**config.mk**
```make
export PLATFORM = sky130hd
export DESIGN_NAME = macro_alu_pipe
export DESIGN_NICKNAME = d
export VERILOG_FILES = /design/src/rtl/macro_alu_pipe.sv
export SDC_FILE = /design/constraint.sdc
export NUM_CORES = 1
export LEC_CHECK = 0
export BUFFER_PORTS_ARGS = -buffer_cell sky130_fd_sc_hd__buf_2
export CORE_AREA = 2 2 121 76
export CTS_BUF_LIST = sky130_fd_sc_hd__clkbuf_4 sky130_fd_sc_hd__clkbuf_8 sky130_fd_sc_hd__clkbuf_16
export CTS_CLUSTER_DIAMETER = 30
export DETAILED_ROUTE_END_ITERATION = 7
export DIE_AREA = 0 0 123 78
export GPL_TIMING_DRIVEN = 0
export PLACE_DENSITY = 0.66
export SETUP_SLACK_MARGIN = 0.3
export SLEW_MARGIN = 0
export SYNTH_ARGS = -nofsm -noshare
export SYNTH_HDL_FRONTEND = slang
export SYNTH_SLANG_ARGS = --single-unit
```
**constraint.sdc**
```tcl
create_clock -name wb_clk_i -period 4.2 [get_ports wb_clk_i]
set_clock_uncertainty 0.2 [all_clocks]
set_input_delay 0.84 -clock wb_clk_i [delete_from_list [all_inputs] [get_ports wb_clk_i]]
set_output_delay 0.84 -clock wb_clk_i [all_outputs]
set_load 0.1 [all_outputs]
```
**src/rtl/macro_alu_pipe.sv**
```systemverilog
// Purpose: NCH-channel, WIDTH-bit two-stage ALU pipeline with per-channel accumulators.
// Latency: 2 cycles from input transfer to out_valid; full throughput of 1 set per cycle.
// Backpressure: valid/ready; holds at most 2 entries under stall, freezes completely when active=0.
//
// Ports:
//   wb_clk_i, wb_rst_ni         clock, async active-low reset
//   active                      macro enable; when low, outputs read 0, pads tri-stated, state held
//   in_valid/in_ready           operand handshake (a_i, b_i, sel_i, acc_en_i packed per channel)
//   out_valid/out_ready         result handshake (res_o, carry_o, x_o, y_o)
//   txn_cnt_o                   wrapping count of completed output handshakes
//   io_oeb_o                    pad output-enable-bar for result, carry, x and y pads
module macro_alu_pipe #(
    parameter int WIDTH = 4,
    parameter int NCH   = 2
) (
    input  logic                           wb_clk_i,
    input  logic                           wb_rst_ni,
    input  logic                           active,
    input  logic                           in_valid,
    output logic                           in_ready,
    input  logic [NCH*WIDTH-1:0]           a_i,
    input  logic [NCH*WIDTH-1:0]           b_i,
    input  logic [NCH*3-1:0]               sel_i,
    input  logic [NCH-1:0]                 acc_en_i,
    output logic                           out_valid,
    input  logic                           out_ready,
    output logic [NCH*WIDTH-1:0]           res_o,
    output logic [NCH-1:0]                 carry_o,
    output logic [WIDTH-1:0]               x_o,
    output logic                           y_o,
    output logic [15:0]                    txn_cnt_o,
    output logic [NCH*WIDTH+NCH+WIDTH:0]   io_oeb_o
);

    localparam int OEBW = NCH*WIDTH + NCH + WIDTH + 1;

    // S1: registered operands
    logic                 s1_valid;
    logic [NCH*WIDTH-1:0] s1_a;
    logic [NCH*WIDTH-1:0] s1_b;
    logic [NCH*3-1:0]     s1_sel;
    logic [NCH-1:0]       s1_acc;

    // S2: registered results
    logic                 s2_valid;
    logic [NCH*WIDTH-1:0] s2_res;
    logic [NCH-1:0]       s2_carry;

    logic [WIDTH-1:0]     acc_q [NCH];
    logic [15:0]          txn_cnt;

    logic                 s2_adv;
    logic                 s1_adv;
    logic [NCH*WIDTH-1:0] alu_res;
    logic [NCH-1:0]       alu_carry;
    logic [WIDTH-1:0]     x_all;

    assign s2_adv   = active && (!s2_valid || out_ready);
    assign s1_adv   = active && (!s1_valid || s2_adv);
    assign in_ready = s1_adv;

    // Per-channel ALU on the S1 entry. The accumulator is read here, at the
    // moment the entry moves into S2, so it already reflects the entry ahead.
    always_comb begin
        logic [WIDTH-1:0] op_a;
        logic [WIDTH-1:0] op_b;
        logic [WIDTH-1:0] r;
        logic [WIDTH:0]   sum;
        logic             cy;
        alu_res   = '0;
        alu_carry = '0;
        op_a      = '0;
        op_b      = '0;
        r         = '0;
        sum       = '0;
        cy        = 1'b0;
        for (int c = 0; c < NCH; c++) begin
            op_a = s1_acc[c] ? acc_q[c] : s1_a[c*WIDTH +: WIDTH];
            op_b = s1_b[c*WIDTH +: WIDTH];
            sum  = '0;
            r    = '0;
            cy   = 1'b0;
            case (s1_sel[c*3 +: 3])
                3'b000: begin
                    sum = {1'b0, op_a} + {1'b0, op_b};
                    r   = sum[WIDTH-1:0];
                    cy  = sum[WIDTH];
                end
                3'b001: begin
                    // carry out of A + ~B + 1 is the inverted borrow
                    sum = {1'b0, op_a} + {1'b0, ~op_b} + (WIDTH+1)'(1);
                    r   = sum[WIDTH-1:0];
                    cy  = sum[WIDTH];
                end
                3'b010: r = op_a & op_b;
                3'b011: r = op_a | op_b;
                3'b100: r = op_a ^ op_b;
                3'b110: begin
                    r  = {op_a[WIDTH-2:0], 1'b0};
                    cy = op_a[WIDTH-1];
                end
                3'b111: begin
                    r  = {1'b0, op_a[WIDTH-1:1]};
                    cy = op_a[0];
                end
                default: r = ~op_a;
            endcase
            alu_res[c*WIDTH +: WIDTH] = r;
            alu_carry[c]              = cy;
        end
    end

    always_ff @(posedge wb_clk_i or negedge wb_rst_ni) begin
        if (!wb_rst_ni) begin
            s1_valid <= 1'b0;
            s1_a     <= '0;
            s1_b     <= '0;
            s1_sel   <= '0;
            s1_acc   <= '0;
        end else if (s1_adv) begin
            s1_valid <= in_valid;
            if (in_valid) begin
                s1_a   <= a_i;
                s1_b   <= b_i;
                s1_sel <= sel_i;
                s1_acc <= acc_en_i;
            end
        end
    end

    always_ff @(posedge wb_clk_i or negedge wb_rst_ni) begin
        if (!wb_rst_ni) begin
            s2_valid <= 1'b0;
            s2_res   <= '0;
            s2_carry <= '0;
            for (int c = 0; c < NCH; c++) begin
                acc_q[c] <= '0;
            end
        end else if (s2_adv) begin
            s2_valid <= s1_valid;
            if (s1_valid) begin
                s2_res   <= alu_res;
                s2_carry <= alu_carry;
                for (int c = 0; c < NCH; c++) begin
                    acc_q[c] <= alu_res[c*WIDTH +: WIDTH];
                end
            end
        end
    end

    // out_valid is already gated by active, so the count freezes when inactive
    always_ff @(posedge wb_clk_i or negedge wb_rst_ni) begin
        if (!wb_rst_ni) begin
            txn_cnt <= '0;
        end else if (out_valid && out_ready) begin
            txn_cnt <= txn_cnt + 16'd1;
        end
    end

    always_comb begin
        x_all = '0;
        for (int c = 0; c < NCH; c++) begin
            x_all = x_all ^ s2_res[c*WIDTH +: WIDTH];
        end
    end

    assign out_valid = active && s2_valid;
    assign res_o     = active ? s2_res   : '0;
    assign carry_o   = active ? s2_carry : '0;
    assign x_o       = active ? x_all    : '0;
    assign y_o       = active && (^x_all);
    assign txn_cnt_o = txn_cnt;
    assign io_oeb_o  = {OEBW{~active}};

endmodule

```
==> metrics.md <==
| Metric | Value |
|---|---|
| Outcome | `finished, final reports clean` |
| Crit-path cells | `buf_2, clkbuf_1, clkbuf_1, and2_1, buf_2` |
| Worst min path class | `flip-flop to flip-flop` |
| Area Overhead vs Synth | `18.9%` |
| HPWL Detailed | `7130 um` |
| Max capacitance violation total | `0` |
| Largest net degree at the start of global routing | `53` |
| WS Path Type | `primary input to output port` |
| Drt via density | `5.39` |
| Actual slew at the worst max-slew pin | `1.16 ns` |
| # DRC | `0` |
| Worst-path fanout max | `10` |
| Post-Syn Instances | `373` |
| Fillers | `790` |
| DIE HEIGHT | `78 um` |
| Worst-Skew Late Latency | `0.29 ns` |
| Gate power share | `60.1%` |
| Hold buffers post-CTS | `0` |
| Clk slew on worst S/H paths | `0.07 ns` |
| Yosys reg bits | `52` |
| Clock power share | `15.6%` |
| Htree depth | `2` |
| WP buf/inv | `4` |
| Routability cong. | `0.923` |
| Crit path DAT | `2.23 ns` |
| Footprint of the multi-input gates | `2090 um^2` |
| First-pass iteration count of the detailed router | `5` |
| LEAKAGE | `0.00219 uW` |
| Max incr delay on CP | `0.43 ns` |
| DRT iter0 DRCs | `226` |
| Crit path from | `active` |
| RSZ-0062 raised after global routing | `false` |
| Mean area per synthesized cell | `9.97 um^2` |
| Fraction of layout cells with a size suffix above 1 | `33.0%` |
| Worst Hold Slack | `0.277 ns` |
| Sequential Area | `1300 um^2` |
| FF-to-FF Start | `s1_acc[0]` |
| Antenna-violating nets left | `0` |
| Postcts setup bufs | `0` |
| Core area | `8390 um^2` |
| CTS Sinks | `52` |
| F_max | `0.305 GHz` |
| CTS tree | `yes` |
| Fin util | `52.7%` |
| P per Cell Area | `716 nW/um^2` |
| DR vias | `3,068` |
| Root Driver | `clkbuf_16` |
| Final period util | `78.0%` |
| Wire length per cell | `15.9 um` |
| First-pass GRT wire length | `14,500 um` |
| Sw Ratio | `52.2%` |
| Row Count | `26` |
| Critical Path Sink Type | `output port` |
| Crit-path leading delay family | `buffers and inverters` |
| Starting density of the core | `44.3%` |
| Cts bufs inserted | `5` |
| Distinct cells, synth | `57` |
| Diode count | `0` |
| Hold Violations, Final | `0` |
| Initial antenna violation count | `0` |
| Worst Hold Launch | `txn_cnt_o[15]` |
| Layout Cells excl Fill | `569` |
| Slew headroom | `22.5%` |
| Die area | `9590 um^2` |
| Asr flop ratio synth | `100%` |
| Post-CTS Resized | `0` |
| Mapped Area | `3720 um^2` |
| Crit path max-delay cell type | `buf_2` |
| Critical path startpoint category | `primary input` |
| WL final | `9050 um` |
| # nets final | `515` |
| GRT Total Usage | `19.4%` |
| Buffers on Ports | `76` |
| Fin Setup TNS | `0 ns` |
| Min cycle time layout | `3.27 ns` |
| Endpoints failing setup | `0` |
| Setup WS pre-CTS | `0.911 ns` |
| Ys flop type | `dfrtp_1` |
| Number of synthesized flops with an enable pin | `0` |
| DP Cell Count | `561` |
| Max VDD drop | `378 uV` |
| Post-synthesis sequential area ratio | `35.0%` |
| CTS Buffer Depth | `2` |
| Die Span X | `123 um` |
| Vias in the first global route | `2,756` |
| Sequential Power Share | `24.3%` |
| Pint | `1510 uW` |
| Yosys Warn Count | `0` |
| Gr ovfl total | `0` |
| Slew Viols, Final | `0` |
| Final WS setup | `0.926 ns` |
| Ports | `77` |
| Switching pwr | `1650 uW` |
| Worst EP required | `3.16 ns` |
| Syn nets | `432` |
[layout make-up]
class,count,share of cell area (%)
multi-input cells,263,47.3
inverters,27,2.29
plain buffers,31,5.09
repair buffers,76,8.60
clock buffers,7,3.45
flip-flops and latches,52,29.4
clock inverters,1,0.679
well taps,112,3.17
[final timing paths]
kind                            endpoint  slack (ns)  depth (start not counted)
min                        txn_cnt_o[15]        0.28                          1
min in group asynchronous   txn_cnt_o[2]        0.58                          1
max in group asynchronous        s1_a[5]        2.51                          1
max reg2reg                    s2_res[2]        1.38                          9
min reg2reg                txn_cnt_o[15]        0.28                          1
max                             res_o[5]        0.93                          5
[cells in the final DEF (no fill, tap or decap), types with 4 or more instances in the layout]
| cell type | Yosys | layout |
|---|---|---|
| mux2_2 | 26 | 26 |
| o21ai_0 | 13 | 13 |
| inv_1 | 27 | 27 |
| clkbuf_8 | 2 | 4 |
| nand3_1 | 9 | 9 |
| nand2_1 | 19 | 19 |
| xor2_1 | 11 | 11 |
| fa_1 | 4 | 4 |
| mux2i_1 | 9 | 9 |
| dfrtp_1 | 52 | 52 |
| nor2b_1 | 5 | 5 |
| a31oi_1 | 4 | 4 |
| nor3_1 | 5 | 5 |
| nor2_1 | 25 | 25 |
| ha_1 | 26 | 26 |
| clkbuf_1 | 4 | 4 |
| xnor2_1 | 14 | 14 |
| o22ai_1 | 5 | 5 |
| a21oi_1 | 19 | 19 |
| buf_2 | 5 | 81 |
| clkbuf_16 | 0 | 5 |
| buf_4 | 17 | 17 |
| and2_1 | 15 | 15 |
[kinds of logic (layout without fill, tap and decap cells)]
logic type	Yosys count	in the layout	synth area share, %
compound gates	69	69	12.2
xor+xnor	26	26	6.53
fa+ha+maj	30	30	10.9
buf+inv	58	142	8.78
flops	52	52	35.0
mux	38	38	12.2
simple gates	100	100	14.4
[registers in the layout, summed over array words and instances, names as in the netlist]
name,flops
s1_acc,2
s2_carry,2
s2_res,8
s1_b,8
s1_sel,6
s2_valid,1
s1_valid,1
s1_a,8
txn_cnt_o,16
[layer usage]
layer | part of all wire, % | wire (um) | GRT usage [%] | vias to the layer above
li1 | - | - | - | 1452
met1 | 53 | 4840 | 32.2 | 1461
met2 | 37 | 3350 | 24.6 | 144
met3 | 8.6 | 781 | 4.71 | 11
met4 | 0.81 | 73 | 3.41 | 0
met5 | 0 | 0 | 0 | -
[power groups by stage]
| stage | clock network, uW | logic, uW | registers, uW |
|---|---|---|---|
| final | 494 | 1900 | 768 |
| after global placement | 0 | 1870 | 768 |
| after global routing | 528 | 2040 | 787 |
| after CTS | 508 | 1900 | 765 |
| after floorplan | 0 | 1410 | 874 |
| after detailed placement | 0 | 1890 | 775 |
[through the flow]
stage,area (um^2),total power [uW]
final,4420,3160
after CTS,4420,3170
after global routing,4420,3350
after floorplan,3720,2280
after global placement,4240,2640
after detailed placement,4240,2660
[Yosys cell counts (3+ instances only)]
| cell | number | share of area (%) |
|---|---|---|
| nor2b_1 | 5 | 0.84 |
| a21o_1 | 3 | 0.61 |
| buf_4 | 17 | 3.4 |
| clkbuf_1 | 4 | 0.40 |
| nand2_1 | 19 | 1.9 |
| mux2i_1 | 9 | 2.4 |
| o22ai_1 | 5 | 0.84 |
| and2_1 | 15 | 2.5 |
| a221oi_1 | 3 | 0.71 |
| nor3_1 | 5 | 0.67 |
| a21oi_1 | 19 | 2.6 |
| and4_1 | 3 | 0.71 |
| xnor2_1 | 14 | 3.3 |
| buf_2 | 5 | 0.67 |
| ha_1 | 26 | 8.7 |
| mux2_2 | 26 | 7.9 |
| dfrtp_1 | 52 | 35 |
| inv_1 | 27 | 2.7 |
| nor2_1 | 25 | 2.5 |
| nor4_1 | 3 | 0.50 |
| xor2_1 | 11 | 2.6 |
| fa_1 | 4 | 2.2 |
| and3_1 | 3 | 0.50 |
| nand3_1 | 9 | 1.2 |
| a31oi_1 | 4 | 0.67 |
| nand2b_1 | 3 | 0.50 |
| o21ai_0 | 13 | 1.7 |
(Power assumes the default switching activity.)
